===== config.mk =====
export PLATFORM = sky130hd
export DESIGN_NAME = cmd_cntrl
export DESIGN_NICKNAME = d
export VERILOG_FILES = /design/src/rtl/cmd_cntrl.sv
export SDC_FILE = /design/constraint.sdc
export NUM_CORES = 1
export LEC_CHECK = 0
export ABC_AREA = 1
export CORE_MARGIN = 5
export CORE_UTILIZATION = 35
export DETAILED_ROUTE_END_ITERATION = 12
export PLACE_DENSITY = 0.64
export SLEW_MARGIN = 20
export SYNTH_ARGS = -nofsm -noshare
export SYNTH_HDL_FRONTEND = slang
export SYNTH_SLANG_ARGS = --single-unit
export TNS_END_PERCENT = 1

===== constraint.sdc =====
create_clock -name clk -period 1.6 [get_ports clk]
set_input_delay 0.32 -clock clk [delete_from_list [all_inputs] [get_ports clk]]
set_output_delay 0.32 -clock clk [all_outputs]
set_load 0.01 [all_outputs]

===== src/rtl/cmd_cntrl.sv =====
// Transit command controller: consumes UART commands and barcode IDs, tracks
// the destination station, drives in_transit/go and the obstruction buzzer.
module cmd_cntrl #(
    parameter int BUZZ_DIV = 6250
) (
    input  logic       clk,
    input  logic       rst,
    input  logic [7:0] cmd,
    input  logic       cmd_rdy,
    output logic       clr_cmd_rdy,
    input  logic [7:0] ID,
    input  logic       ID_vld,
    output logic       clr_ID_vld,
    input  logic       OK2Move,
    output logic       in_transit,
    output logic       go,
    output logic       buzz,
    output logic       buzz_n
);

    typedef enum logic {
        IDLE    = 1'b0,
        TRANSIT = 1'b1
    } state_t;

    localparam logic [1:0]  OP_STOP = 2'b00;
    localparam logic [1:0]  OP_GO   = 2'b01;
    localparam logic [12:0] CNT_MAX = 13'(BUZZ_DIV - 1);

    state_t      state_reg, state_next;
    logic [5:0]  dest_reg, dest_next;
    logic [12:0] cnt_reg, cnt_next;
    logic        buzz_reg, buzz_next;

    logic [5:0]  id_bit_eq;
    logic        id_match;
    logic        go_cmd;
    logic        stop_cmd;
    logic        obstructed;

    genvar gi;
    generate
        for (gi = 0; gi < 6; gi++) begin : g_id_cmp
            assign id_bit_eq[gi] = ~(ID[gi] ^ dest_reg[gi]);
        end
    endgenerate

    // A barcode only counts as arrival when its upper bits are clear.
    assign id_match   = (ID[7:6] == 2'b00) && (&id_bit_eq);
    assign go_cmd     = (cmd[7:6] == OP_GO) && (cmd[5:0] != 6'd0);
    assign stop_cmd   = (cmd[7:6] == OP_STOP);
    assign obstructed = (state_reg == TRANSIT) && !OK2Move;

    always_ff @(posedge clk) begin
        if (rst) begin
            state_reg <= IDLE;
            dest_reg  <= 6'd0;
            cnt_reg   <= 13'd0;
            buzz_reg  <= 1'b0;
        end else begin
            state_reg <= state_next;
            dest_reg  <= dest_next;
            cnt_reg   <= cnt_next;
            buzz_reg  <= buzz_next;
        end
    end

    // Commands take priority; a pending ID waits a cycle and is then
    // compared against whatever dest the command left behind.
    always_comb begin
        state_next = state_reg;
        dest_next  = dest_reg;
        if (cmd_rdy) begin
            if (go_cmd) begin
                dest_next  = cmd[5:0];
                state_next = TRANSIT;
            end else if (stop_cmd) begin
                state_next = IDLE;
            end
        end else if (ID_vld && (state_reg == TRANSIT) && id_match) begin
            state_next = IDLE;
        end
    end

    always_comb begin
        cnt_next  = 13'd0;
        buzz_next = 1'b0;
        if (obstructed) begin
            if (cnt_reg >= CNT_MAX) begin
                cnt_next  = 13'd0;
                buzz_next = ~buzz_reg;
            end else begin
                cnt_next  = cnt_reg + 13'd1;
                buzz_next = buzz_reg;
            end
        end
    end

    always_comb begin
        in_transit  = (state_reg == TRANSIT);
        clr_cmd_rdy = cmd_rdy & ~rst;
        clr_ID_vld  = ID_vld & ~cmd_rdy & ~rst;
    end

    assign go     = in_transit & OK2Move;
    assign buzz   = buzz_reg;
    assign buzz_n = ~buzz_reg;

endmodule


==> impl_table.tex <==
\begin{tabular}{lr}
\hline
Metric & Value \\
\hline
\multicolumn{2}{l}{\textbf{Global routing}} \\
Global-route wire length before repair & about 3700 um \\
Maximum number of pins on one net before global-route repair & 14 \\
Remaining Overflow, GRT & 0 \\
Antenna violations before repair & 0 \\
Number of global-route vias before repair & approximately 940 \\
Overall fraction of global-route tracks in use & 0.106 \\
\multicolumn{2}{l}{\textbf{Logic synthesis}} \\
Synth unique cells & 25 \\
Syn\_area\_per\_cell & approximately 7.7 um2 \\
Post-synthesis sequential element count & 21 \\
Primary flip-flop cell chosen by synthesis mapping & dfxtp\_1 \\
Netlist area before placement & 1110 um2 \\
YS warnings & 0 \\
Leading cell types by total area after synthesis & dfxtp\_1 38\%, nand2\_1 8.1\%, xnor2\_1 5.5\% \\
Share of async-settable or async-resettable flops after synthesis & 0 \\
Number of instances in the synthesized netlist & about 140 \\
Most area-hungry cell type in the Yosys netlist & dfxtp\_1 \\
Number of enable-type register cells in the synthesized netlist & 0 \\
Top cells by count, synth & 24 x nand2\_1, 21 x dfxtp\_1, 14 x inv\_1, 14 x nor2\_1, 10 x a21oi\_1 \\
Proportion of netlist area held by the largest area contributor & 0.380 \\
Syn Nets & between 150 and 200 \\
Post-synthesis sequential area ratio & 0.380 \\
Most instantiated library cell after synthesis & nand2\_1 \\
\multicolumn{2}{l}{\textbf{Critical path}} \\
Critical path capture point & buzz \\
Required time of the critical path & 1.28 ns \\
Crit Path Category & flip-flop to output pin \\
Endpoint type of the worst setup path & output pin \\
Worst path buffer plus inverter count & 1 \\
Maximum single-stage delay on the critical path & approximately 0.54 ns \\
Max FO, Critical Path & 3 \\
Critical path depth in cells & 1 \\
R2R setup slack & about 0.15 ns \\
Critical path arrival & approximately 1.2 ns \\
First element of the critical path & buzz\$\_SDFFE\_PP0P\_ \\
Cell chain of the critical path & clkdlybuf4s50\_1 \\
Critical path startpoint category & flip-flop \\
Cell depth of the worst flop-to-flop path & 8 \\
Endpoint of the most critical register-to-register path & cnt\_reg[12]\$\_SDFF\_PP0\_ \\
Source of the worst register-to-register timing path & cnt\_reg[0]\$\_SDFF\_PP0\_ \\
Kind of cell adding the most delay to the critical path & buffers and inverters \\
Standard cell with the maximum stage delay on the critical path & clkdlybuf4s50\_1 \\
\multicolumn{2}{l}{\textbf{STA}} \\
Maximum clock skew at final layout & between 0.008 and 0.009 ns \\
Final max-slew violation count & 0 \\
Final setup vio count & 0 \\
Minimum clock period after layout & around 1.5 ns \\
Share of the clock period used by the worst path after layout & 0.953 \\
Remaining max-slew budget at the tightest pin & 0.805 \\
Setup repair after global routing missed its margin & no \\
Final number of hold-violating endpoints & 0 \\
Highest clock frequency the design can meet & 656 MHz \\
Tightest Pin Transition & 0.292 ns \\
\multicolumn{2}{l}{\textbf{Layout}} \\
Flip-flop count of the largest register after layout & 13 \\
Number of antenna cells inserted & 0 \\
Area grow syn2layout & 34.0\% \\
Area occupied by registers & between 400 and 500 um2 \\
NumNets Final & just over 200 \\
Non-Filler Instances & approximately 220 \\
\# fillers & approximately 320 \\
Final instance area & 1480 um2 \\
Footprint of the multi-input gates & $\sim$600 um2 \\
Core utilization of the finished layout & 0.486 \\
Ratio of cells with drive above 1 in the final layout & 0.191 \\
\multicolumn{2}{l}{\textbf{Floorplanning}} \\
Initial Util & 0.362 \\
Floorplan die area & about 4400 um2 \\
Placeable core region & 3050 um2 \\
Number of top-level design ports & 27 \\
Horizontal die dimension & 66.2 um \\
Number of standard-cell rows in the floorplan & 20 \\
DIE HEIGHT & 66.2 um \\
\multicolumn{2}{l}{\textbf{Placed design}} \\
Port bufs & 26 \\
Placed Cells incl. Taps & around 220 \\
HPWL after detailed placement & between 1500 and 2000 um \\
Standard cell area after detailed placement & 1460 um2 \\
RD Place Congestion & around 0.78 \\
\multicolumn{2}{l}{\textbf{Drt}} \\
Routed wirelength normalized by instance count & 8.94 um \\
Detailed-router iteration count before antenna repair & 4 \\
Per-cell via count in the routed design & $\sim$4.2 \\
Detailed router's first-iteration violation count & 46 \\
Post-detailed-route DRC marker count & 0 \\
Via count of the routed design & $\sim$940 \\
Wire length after detailed routing & between 1500 and 2000 um \\
DRT antenna net count & 0 \\
\multicolumn{2}{l}{\textbf{Min path}} \\
Path category of the worst min-delay check & flip-flop to flip-flop \\
\multicolumn{2}{l}{\textbf{Power and ir drop}} \\
Power density over the cells & approximately 620 nW/um2 \\
IR drop worst, VDD & 0.254 mV \\
LEAKAGE & approximately 0.55 nW \\
\multicolumn{2}{l}{\textbf{Flow run}} \\
Maxcap violations & 0 \\
\multicolumn{2}{l}{\textbf{Clock tree}} \\
CTS tree & yes \\
Clock net sink count & 21 \\
Post-CTS Setup Repair Bufs & 0 \\
Cell at the root of the clock tree & clkbuf\_4 \\
Clock slew at reported path FFs & 0.11 ns \\
Insertion delay to the later sink of the worst-skew pair & 0.29 ns \\
Max clock buf depth & 2 \\
Number of buffers created by CTS & 3 \\
H-tree depth & 1 \\
\multicolumn{2}{l}{\textbf{Status}} \\
Status & completed \\
\hline
\end{tabular}
-- worst min path at each step --
stage                             start  cells past startpoint  slack [ns]                  endpoint
2_1_floorplan  dest_reg[3]$_SDFFE_PP0P_                      2        0.44  dest_reg[3]$_SDFFE_PP0P_
6_report       dest_reg[5]$_SDFFE_PP0P_                      2        0.46  dest_reg[5]$_SDFFE_PP0P_
4_1_cts        dest_reg[5]$_SDFFE_PP0P_                      2        0.47  dest_reg[5]$_SDFFE_PP0P_
3_3_place_gp   dest_reg[5]$_SDFFE_PP0P_                      2        0.45  dest_reg[5]$_SDFFE_PP0P_
5_1_grt        dest_reg[3]$_SDFFE_PP0P_                      2        0.50  dest_reg[3]$_SDFFE_PP0P_
3_5_place_dp   dest_reg[5]$_SDFFE_PP0P_                      2        0.45  dest_reg[5]$_SDFFE_PP0P_
-- per-layer routing --
metal  GRT usage  share of wire  wire, um  up-vias
met5           0              0         0        -
met4      0.0381         0.0050        10        0
met3      0.0408          0.096       191        2
met2       0.176           0.44       877       26
met1       0.123           0.46       905      397
li1            -              -         -      516
-- report_power, final --
part | leakage (nW) | switching [mW] | internal, mW
clock | 0.0150 | 0.149 | 0.0969
combinational | 0.362 | 0.0501 | 0.0783
sequential | 0.171 | 0.00658 | 0.533
-- logic make-up (layout without fill, tap and decap cells) --
group                    count (synthesis)  count (layout)  share of synthesized area
AND/OR/NAND/NOR                         69              69                      0.335
XOR/XNOR                                13              13                      0.103
AO/OA/AOI/OAI                           18              18                     0.0837
adder cells (fa/ha/maj)                  2               2                     0.0226
flip-flops                              21              21                      0.380
buffers and inverters                   20              55                     0.0758
-- placed cells by master (no fill, tap or decap) --
cell             count
buf_4                7
o21ai_1              4
nand3_2              1
dlygate4sd2_1        4
xnor2_1              7
nor2_2               8
clkbuf_1             1
inv_2                4
or2_0                2
dlymetal6s2s_1       1
nand2_1             24
nand2_4              1
dfxtp_1             20
nor3_2               1
o21ai_0              3
nand4_1              2
nand2_2              2
inv_1               14
nand3_1              7
nor3b_2              1
o31ai_1              1
nor3_1               1
dfxtp_2              1
nor2_1              14
a21oi_1             10
nor2_4               5
clkdlybuf4s50_1     21
ha_1                 2
clkbuf_4             3
xor2_1               6
-- per-stage QoR --
| stage | hold WS [ns] | setup TNS [ns] | setup slack, ns | total power, mW |
|---|---|---|---|---|
| 5_1_grt | 0.495 | 0 | 0.00952 | 0.971 |
| 2_1_floorplan | 0.435 | 0 | 0.265 | 0.602 |
| 6_report | 0.463 | 0 | 0.0752 | 0.913 |
| 4_1_cts | 0.468 | 0 | 0.0243 | 0.935 |
| 3_5_place_dp | 0.450 | -1.56 | -0.218 | 0.685 |
| 3_3_place_gp | 0.447 | -1.40 | -0.193 | 0.683 |
-- cell type report --
| class | instances | area share |
|---|---|---|
| timing repair buffer | 33 | 0.209 |
| multi-input combinational | 102 | 0.406 |
| clock buffer | 4 | 0.0177 |
| inverter | 18 | 0.0456 |
| sequential | 21 | 0.284 |
| tap | 44 | 0.0371 |
-- repair_timing --
action                     CTS  global route
pin swaps                    0             0
resized for setup            4             2
hold buffers                 0             0
setup endpoints to repair    4             2
Note: power is estimated with default switching activity, not from simulation.
